<file path="config.mk">
export PLATFORM = sky130hd
export DESIGN_NAME = float_point_divide
export DESIGN_NICKNAME = d
export VERILOG_FILES = /design/src/rtl/float_point_divide.sv
export SDC_FILE = /design/constraint.sdc
export NUM_CORES = 1
export LEC_CHECK = 0
export BUFFER_PORTS_ARGS = -buffer_cell sky130_fd_sc_hd__clkbuf_2
export CAP_MARGIN = 25
export CORE_AREA = 4 4 159 161
export DETAILED_ROUTE_END_ITERATION = 16
export DIE_AREA = 0 0 163 165
export GPL_ROUTABILITY_DRIVEN = 1
export SYNTH_ARGS = -nofsm -noshare
export SYNTH_HDL_FRONTEND = slang
export SYNTH_SLANG_ARGS = --single-unit
export TNS_END_PERCENT = 100
</file>
<file path="constraint.sdc">
create_clock -name clk -period 7.7 [get_ports clk]
set_input_delay 0.385 -clock clk [delete_from_list [all_inputs] [get_ports clk]]
set_output_delay 0.385 -clock clk [all_outputs]
set_load 0.005 [all_outputs]
</file>
<file path="src/rtl/float_point_divide.sv">
// Iterative binary32 divider oZ = iA / iB: restoring radix-2 mantissa divide under a small FSM.
// Define FPD_ROUND_NEAREST_EN for one extra quotient bit and round-to-nearest-even; default truncates.
module float_point_divide #(
`ifdef FPD_ROUND_NEAREST_EN
    parameter int QBITS = 26
`else
    parameter int QBITS = 25
`endif
) (
    input  logic        clk,
    input  logic        resetn,
    input  logic        iValid,
    input  logic [31:0] iA,
    input  logic [31:0] iB,
    output logic        oReady,
    output logic        oDone,
    output logic [31:0] oZ,
    output logic        oDivByZero
);

    typedef enum logic [1:0] {
        IDLE   = 2'd0,
        DIVIDE = 2'd1,
        NORM   = 2'd2
    } state_t;

    state_t              r_state;
    logic                r_sign;
    logic signed [9:0]   r_exp;
    logic [23:0]         r_div;
    logic [25:0]         r_rem;
    logic                r_zA;
    logic                r_zB;
    logic [4:0]          r_cnt;
    logic [QBITS-1:0]    r_q;
    logic                r_done;
    logic [31:0]         r_z;
    logic                r_dz;

    logic [9:0]          w_expIn;
    logic [25:0]         w_diff;
    logic                w_ge;
    logic [25:0]         w_remNext;
    logic [22:0]         w_frac;
    logic signed [9:0]   w_e;
    logic [22:0]         w_fracF;
    logic signed [9:0]   w_eF;
    logic [31:0]         w_z;
    logic                w_dz;
`ifdef FPD_ROUND_NEAREST_EN
    logic                w_guard;
    logic                w_roundUp;
    logic [23:0]         w_fracSum;
`endif

    assign w_expIn = {2'b00, iA[30:23]} - {2'b00, iB[30:23]} + 10'd127;

    // The remainder stays below 2*D, so a 26-bit register never drops its MSB on the shift.
    assign w_diff    = r_rem - {2'b00, r_div};
    assign w_ge      = (r_rem >= {2'b00, r_div});
    assign w_remNext = w_ge ? {w_diff[24:0], 1'b0} : {r_rem[24:0], 1'b0};

    // The top quotient bit has weight 2^0; a clear top bit means the ratio is below 1.
    always_comb begin
        w_frac = '0;
        w_e    = '0;
        if (r_q[QBITS-1]) begin
            w_frac = r_q[QBITS-2 -: 23];
            w_e    = r_exp;
        end else begin
            w_frac = r_q[QBITS-3 -: 23];
            w_e    = r_exp - 10'sd1;
        end
    end

    always_comb begin
`ifdef FPD_ROUND_NEAREST_EN
        w_guard   = r_q[QBITS-1] ? r_q[1] : r_q[0];
        w_roundUp = w_guard & ((r_rem != '0) | w_frac[0]);
        w_fracSum = {1'b0, w_frac} + {23'b0, w_roundUp};
        w_fracF   = w_fracSum[22:0];
        w_eF      = w_fracSum[23] ? (w_e + 10'sd1) : w_e;
`else
        w_fracF   = w_frac;
        w_eF      = w_e;
`endif
    end

    // Specials take priority over the range checks and are never rounded.
    always_comb begin
        w_z  = '0;
        w_dz = 1'b0;
        if (r_zB) begin
            w_z  = {r_sign, 8'hFF, 23'b0};
            w_dz = 1'b1;
        end else if (r_zA) begin
            w_z = {r_sign, 31'b0};
        end else if (w_eF >= 10'sd255) begin
            w_z = {r_sign, 8'hFF, 23'b0};
        end else if (w_eF <= 10'sd0) begin
            w_z = {r_sign, 31'b0};
        end else begin
            w_z = {r_sign, w_eF[7:0], w_fracF};
        end
    end

    always_ff @(posedge clk or negedge resetn) begin
        if (!resetn) begin
            r_state <= IDLE;
            r_sign  <= 1'b0;
            r_exp   <= '0;
            r_div   <= '0;
            r_rem   <= '0;
            r_zA    <= 1'b0;
            r_zB    <= 1'b0;
            r_cnt   <= '0;
            r_q     <= '0;
            r_done  <= 1'b0;
            r_z     <= '0;
            r_dz    <= 1'b0;
        end else begin
            r_done <= 1'b0;
            case (r_state)
                IDLE: begin
                    if (iValid) begin
                        r_sign  <= iA[31] ^ iB[31];
                        r_exp   <= w_expIn;
                        r_div   <= {1'b1, iB[22:0]};
                        r_rem   <= {2'b00, 1'b1, iA[22:0]};
                        r_zA    <= (iA[30:23] == 8'd0);
                        r_zB    <= (iB[30:23] == 8'd0);
                        r_cnt   <= 5'(QBITS - 1);
                        r_q     <= '0;
                        r_state <= DIVIDE;
                    end
                end
                DIVIDE: begin
                    r_q   <= {r_q[QBITS-2:0], w_ge};
                    r_rem <= w_remNext;
                    if (r_cnt == 5'd0) begin
                        r_state <= NORM;
                    end else begin
                        r_cnt <= r_cnt - 5'd1;
                    end
                end
                NORM: begin
                    r_z     <= w_z;
                    r_dz    <= w_dz;
                    r_done  <= 1'b1;
                    r_state <= IDLE;
                end
                default: r_state <= IDLE;
            endcase
        end
    end

    assign oReady     = (r_state == IDLE);
    assign oDone      = r_done;
    assign oZ         = r_z;
    assign oDivByZero = r_dz;

endmodule

</file>
==> run summary, run 1 <==
When the netlist entered floorplanning its net count stood at 987. The number of nets in the layout came out at 1074. The starting DRC count in detailed routing is 248. The worst setup slack for register-to-register paths came out at 3.93 ns. The run finished with clean final reports. The first global-routing pass estimated 31.9 mm of wire. The count of filler cells inserted in the layout is 2504. The total of endpoints with negative setup slack in the final report is 0. The number of I/O port buffers is 101.

The floorplan step defined a core boundary enclosing 0.0240 sq mm. Once detail routing completed, the nets flagged for antenna violations numbered 0. The finished layout holds around 1300 standard cells, fillers aside. For this configuration, the core starts out at a cell density of 32.3%. The die area came out at 0.0269 sq mm.

The critical path goes through ha_1 > fa_1 > nor2b_1 > o31a_1 > o21ai_1 > a41o_1 > o2111ai_2 > and2_1 > buf_4 > or4b_1 > nand3_1. The standard-cell row count came out at 57. Among all stages on the critical path, the largest delay is contributed by and2_1. The tightest slew margin relative to the limit came out at a little over two fifths. The post-synthesis cell type count is 71. Clock-pin slew was measured on the worst setup and hold paths at 0.06 ns.

The category of the worst setup path capture point is a register. The total overflow reported by the global router is 0. The largest net degree at the start of global routing is 70. Global routing used 14.6% of the available tracks across all layers. The commonest cells after synthesis are 189 x nand2_1, 129 x dfrtp_1, 70 x o21ai_0.

The number of enable flip-flop cells after synthesis is 0. After synthesis, the largest area contributor takes up 41.7% of total cell area. The smallest clock period supported by the final layout is computed as 3.77 ns. Synthesis produced a netlist whose cell count is 882. The slew at the pin closest to its max-slew limit came out at 0.849 ns. Max-cap violations in this run came to 0.

The post-synthesis async set-or-reset flop share came out at 100%. The least setup slack across all paths after layout is around 3.9 ns. The tightest min-delay check is of the input pin to register type. The CTS buffer count came out at 17. The deepest clock path buffer count is 2. The via density per instance is 4.89. The die is 165 microns tall. The power density over cell area came out at 493 mW/mm^2. Wires add up to 18.9 mm. The commonest register cell after synthesis is dfrtp_1. The type of the setup path with the least slack is register to register. The average routed wire per standard cell came out at 14.5 microns.

The final-report max-slew violation count came out at 0. Routability-driven placement finished with a final weighted congestion of 0.814. Sorting the synthesized cells by area gives the leading types as dfrtp_1 42%, nand2_1 9.2%, ha_1 5.8%, mux2i_1 4.9%, o21ai_0 4.5%. The synthesis-stage register bit count came out at 129. Setup repair after global routing left no endpoint under its margin. The worst-path maximum fanout is 18.

The register area share after synthesis came out at 41.7%. The number of antenna violations at the first check in global routing is 0. nand2_1 is the most common cell in the netlist. The maximum clock frequency is 265 MHz. The required time of the critical path is 8.05 ns. The library cell occupying the most area in the post-synthesis netlist is dfrtp_1. The maximum vdd drop came out at ~0.2 mV.

The total placed cells including tap cells came out at ~1300. In this run the clock root is driven by a clkbuf_16. For this design the top-level I/O count stands at 102.

The number of diodes is 0. The clock latency on the worst-skew pair came out at 0.42 ns. TritonCTS built the clock tree. The total number of vias is 6379. The largest stage delay on the critical path came out at 0.63 ns. The sum of negative setup slack is 0 ns. The die span in x came out at approximately 160 microns.

For this run, the number of Yosys warnings is 0. From synthesis to final layout, the design area changed by 18.3%. The via count of the first global-routing pass came out at 6437. Each instance of the synthesized netlist takes up on average 8.77 sq um. Buffers added to address setup during post-CTS repair amount to 0.

STA classifies the critical path startpoint as a register. The share of layout cells above drive strength 1 is 18.3%. The pre-CTS worst setup slack is between 3 and 4 ns. Summed over all cells, the static leakage comes to 4.29 nW.

The first TritonRoute pass finished after 5 iterations. The post-synthesis cell area came out at 0.00773 sq mm. Clock skew on the completed layout was measured at 0.0166 ns.

The ratio of final minimum period to clock period is 49.0%. Summed over all nets, the half-perimeter wirelength after detailed placement is 13.4 mm. In this run, post-CTS repair resized a total of 0 instances. The DRC violations left is 0. The final number of hold-violating endpoints came out at 0. The number of sinks on the clock net is 129. The arrival time at the worst endpoint came out at 4.12 ns.

The post-layout total power came out at 0.00451 W. The H-tree was split into 4 levels. The number of buffers added to fix hold violations after cts is 1.
layout by cell type, fill, tap and decap left out, types with 3 or more instances in the layout:
master,synthesis,routed
and2_1,5,4
clkinvlp_4,0,3
buf_4,1,7
nand2_1,189,189
clkinv_4,0,4
and4_1,5,5
clkbuf_2,0,100
and3_1,16,16
nor2b_1,8,7
inv_1,50,50
nand3_1,26,26
or2_2,3,3
nor2_1,26,26
o21bai_1,3,3
o31ai_1,10,10
clkbuf_16,0,17
o21ai_2,21,21
nor4_1,8,8
o211ai_1,3,3
nand4b_1,3,3
nor3_1,9,9
a31oi_1,10,10
xor2_1,12,12
o21a_1,8,8
mux2i_1,38,38
a21o_1,7,7
nand4_1,6,6
or3_1,6,6
nand2b_1,6,5
ha_1,36,36
o21ai_1,17,17
a21oi_1,38,38
dfrtp_1,129,129
o21ai_0,70,70
xnor2_1,27,27
kinds of logic (layout without fill, tap and decap cells):
logic type / Yosys count / after routing / synth area share (%)
muxes: 38 / 38 / 4.92
xor gates and xnor gates: 39 / 39 / 4.42
and+or+nand+nor: 332 / 332 / 20.3
DFF: 129 / 129 / 41.7
adders and majority gates: 38 / 38 / 6.34
buffers and inverters: 92 / 191 / 4.74
AOI/OAI and AO/OA: 214 / 214 / 17.5
worst paths after layout:
check	depth (start not counted)	end	start
max in group asynchronous	3	oZ[18]	resetn
min reg2reg	2	r_div[23]	r_div[23]
max reg2reg	11	r_rem[25]	r_div[0]
min	3	r_div[14]	iB[14]
min in group asynchronous	2	r_div[10]	resetn
max	11	r_rem[25]	r_div[0]
flip-flops by register name, summed over array words and instances, names as in the netlist:
register    cells
oDivByZero      1
r_cnt           5
r_div          24
oDone           1
r_zB            1
r_rem          26
r_state         2
r_exp          10
r_q            25
r_sign          1
r_zA            1
oZ             32
final cells by class:
class | count | area, sq um | share of cell area (%)
inverters | 50 | 188 | 2.05
repair buffers | 110 | 594 | 6.50
clock buffers | 19 | 443 | 4.84
multi-input cells | 661 | 4150 | 45.4
well taps | 324 | 405 | 4.43
clock inverters | 12 | 136 | 1.49
flip-flops and latches | 129 | 3230 | 35.3
where the power goes:
part	internal [W]	switching, W	total (W)
Clock	0.000484	0.000316	0.000800
Combinational	0.00108	0.00144	0.00252
Sequential	0.000985	0.000205	0.00119
worst max-delay path, delay by kind of cell (launching register included):
| kind | cells | cell delay, ns |
|---|---|---|
| flops | 1 | 0.38 |
| fa+ha+maj | 2 | 0.64 |
| compound gates | 4 | 0.92 |
| simple gates | 4 | 1.36 |
| buf+inv | 1 | 0.39 |
metal layers:
| metal | GRT usage [%] | vias up | share of wire, % |
|---|---|---|---|
| met2 | 24.1 | 94 | 47 |
| met3 | 3.34 | 6 | 3.6 |
| met5 | 0 | - | 0 |
| met1 | 19.8 | 3023 | 49 |
| met4 | 3.09 | 0 | 0.39 |
| li1 | - | 3256 | - |
metrics by stage:
step                      utilization (%)  instance area [sq um]  hold slack, ns
final                                38.2                   9150           0.162
after detailed placement             35.7                   8560           0.418
after global routing                 38.2                   9150           0.177
after CTS                            38.2                   9150           0.149
after global placement               35.6                   8540           0.412
after floorplan                         -                   7730          0.0894
(Power assumes the default switching activity.)
==> run 2: changes to the inputs <==
==> constraint.sdc (replaced) <==
create_clock -name clk -period 3.8 [get_ports clk]
set_input_delay 0.19 -clock clk [delete_from_list [all_inputs] [get_ports clk]]
set_output_delay 0.19 -clock clk [all_outputs]
set_load 0.005 [all_outputs]
==> run 2 against run 1 <==
Net effect:
- count of clock-buffer cells in the layout fell by 1
- largest power group unchanged
- cell area grew 2.9%
- sequential share of layout area down 1.0 points
- register-to-register slack worse by 3.3 ns
- die area unchanged
- setup slack worse by 3.3 ns
- clock skew is 0.010 ns lower
- combinational power rose by 100%
- highest routed layer unchanged
- global-route usage is essentially flat
- critical path depth unchanged
- first-iteration DRC count is 9.7% lower
==> run summary, run 2 (same netlist as run 1, synthesis figures left out) <==
The clock network fraction of design power came to 17.9% (+0.2 points). The die area is 0.0269 sq mm (unchanged). The static leakage is 4.42 nW (+2.9%). Leaving out fill and tap cells, the most frequent cell in the layout is nand2_1.

The total overflow reported by the global router came out at 0 (unchanged). The share of layout cells above drive strength 1 is 18.6% (+0.20 points). The die span in x was 163 microns (unchanged). The max-cap violation count came out at 0 (unchanged). The switching power summed over all nets is 0.00399 W (+100%).

Setup repair after global routing left no endpoint under its margin. The average routed wire per standard cell came to 14.2 microns (-2.1%). The number of diodes came out at 0 (unchanged).

The floorplan core area is 0.0240 sq mm (unchanged). The maximum clock frequency is 312 MHz (+18%). The count of TritonRoute iterations in the first routing pass came out at 5 (unchanged).

The run finished with clean final reports. The via count of the first global-routing pass came out at 6504 (+1.0%). The required time of the critical path is 4.08 ns (-3.97 ns). The buffers plus inverters on the worst setup path is 1 (unchanged).

The layout-stage area growth over the synthesis result is 21.7%. The number of I/O port buffers came out at 101 (unchanged). The starting density of the core is 32.3% (unchanged). The worst setup path is launched from a register. The post-layout total power came out at 0.00922 W (+100%). The DRC violations left is 0 (unchanged). The largest net degree at the start of global routing came out at 82 (+17%). The total placed cells including tap cells was 1278 (+0.39%). The signal on the critical path passes through ha_1 > fa_1 > nor2b_1 > o31a_1 > o21ai_1 > a41o_1 > o2111ai_2 > and2_1 > buf_4 > mux2i_1 > a21oi_1. The clock-pin transition on the worst setup and hold timing paths is 0.06 ns (about the same). The slew at the pin closest to its max-slew limit came out at 0.763 ns (-0.0864 ns).

The arrival time at the worst endpoint is 3.49 ns (-0.63 ns). The internal power is 0.00523 W (+110%). The sum of net half-perimeters after detailed placement was 13.6 mm (+1.7%). The number of routed nets with antenna violations came out at 0 (unchanged).

The total track usage came out at 14.6% (-0.050 points). The maximum vdd drop is 0.436 mV (+110%). The CTS buffer count is 17 (unchanged). The library cell contributing the largest single delay on the critical path is and2_1. The tightest slew margin relative to the limit came out at 49.1% (+5.8 points). The CTS H-tree depth came out at 4 (unchanged).

The sum of negative setup slack came out at 0 ns (unchanged). The largest stage delay on the critical path is 0.42 ns (-0.21 ns). The worst-path maximum fanout is 9 (-9). The post-route core utilization came out at 39.3% (+1.1 points).

The classification of the worst-slack hold path is input pin to register. The flip-flop count of the largest register after layout is 32 (unchanged). The global-route wire length before repair came out at 31.9 mm (about the same). The final number of hold-violating endpoints came to 0 (unchanged). The starting DRC count in detailed routing came out at 224 (-9.7%). The final worst clock skew came out at 0.00656 ns (-0.0100 ns). The total number of vias is 6496 (+1.8%). The number of top-level design ports came out at 102 (unchanged). The standard-cell row count is 57 (unchanged).

The total of endpoints with negative setup slack in the final report is 0 (unchanged). The non-filler instance count after layout was 1332 (+2.1%). The power density over cell area came to 979 mW/mm^2 (+99%).

The ratio of final minimum period to clock period came out at 84.2% (+35 points). The number of antenna violations at the first check in global routing came out at 0 (unchanged). The type of the setup path with the least slack is register to register.

The number of sinks on the clock net came out at 129 (unchanged). The time the worst path needs with I/O delays and setup came out at 3.20 ns (-0.570 ns). The combinational fraction of design power is 55.8% (about the same).

The final estimated routing congestion in global placement is 0.829 (+1.8%). The worst setup path is captured at a register. Among cell families on the critical path, the largest total delay comes from compound AO/OA/AOI/OAI gates. The final-report max-slew violation count came out at 0 (unchanged). The die span in y was 165 microns (unchanged). TritonCTS built the clock tree. The clock latency on the worst-skew pair came to 0.42 ns (about the same). In the layout the commonest cells are 189 x nand2_1, 129 x dfrtp_1, 100 x clkbuf_2, 70 x o21ai_0, 50 x inv_1. The number of nets in the layout came out at 1100 (+2.4%). The post-cts resize count came out at 0 (unchanged). The worst hold slack after final layout came out at 0.0197 ns (-0.142 ns).

The deepest clock path buffer count came out at 2 (unchanged). The portion of total power attributed to sequential cells is 26.2% (-0.2 points). The count of filler cells inserted in the layout is 2410 (-3.8%).

The root buffer cell chosen for the clock tree is clkbuf_16. The total wirelength of the detailed-routed design is 18.9 mm (about the same). The via density per instance is 4.88 (-0.23%).

The switching share of total power was 43.3% (-0.28 points).
-- run 2: power groups by stage --
stage / combinational [W] / clock [W] / sequential, W
6_report: 0.00515 / 0.00165 / 0.00242
5_1_grt: 0.00586 / 0.00175 / 0.00250
4_1_cts: 0.00518 / 0.00169 / 0.00242
3_5_place_dp: 0.00512 / 0 / 0.00244
3_3_place_gp: 0.00502 / 0 / 0.00243
2_1_floorplan: 0.00400 / 0 / 0.00233
-- run 2: path summary, 6_finish.rpt --
check	from	endpoint	slack [ns]	cells after the start
max	r_div[0]	r_rem[13]	0.60	11
min	iB[3]	r_div[3]	0.02	3
max reg2reg	r_div[0]	r_rem[13]	0.60	11
min reg2reg	r_div[23]	r_div[23]	0.47	2
max in group asynchronous	resetn	r_rem[18]	2.55	3
min in group asynchronous	resetn	r_div[13]	0.38	2
-- run 2: final cells by class --
| cell class | count | area [sq um] | area share, % |
|---|---|---|---|
| Timing Repair Buffer | 136 | 855 | 9.08 |
| Clock buffer | 18 | 429 | 4.56 |
| Sequential cell | 129 | 3230 | 34.3 |
| Inverter | 50 | 188 | 1.99 |
| Tap cell | 324 | 405 | 4.31 |
| Multi-Input combinational cell | 661 | 4150 | 44.1 |
| Clock inverter | 14 | 158 | 1.67 |
-- run 2: through the flow --
stage	setup slack (ns)	cell area [sq um]
floorplan	1.07	7730
finish	0.599	9410
global route	0.269	9410
CTS	0.590	9400
detailed placement	0.611	8600
global placement	0.719	8570
-- run 2: layer usage --
layer	GRT usage, %	vias up	wire (microns)
met1	19.1	3046	8910
li1	-	3302	-
met5	0	-	0
met4	4.31	0	288
met3	3.09	23	781
met2	24.3	125	8950
-- run 2: worst register-to-register path, cell delays in order, from the launching register on --
cell and delay, ns:
dfrtp_1 0.38, ha_1 0.23, fa_1 0.40, nor2b_1 0.16, o31a_1 0.21, o21ai_1 0.12
a41o_1 0.30, o2111ai_2 0.27, and2_1 0.42, buf_4 0.27, mux2i_1 0.22, a21oi_1 0.09
-- run 2: timing repair --
action                                 in CTS  in global routing
hold buffers                               21                  0
endpoints found under the hold margin      99                  0
setup buffers                               0                  0
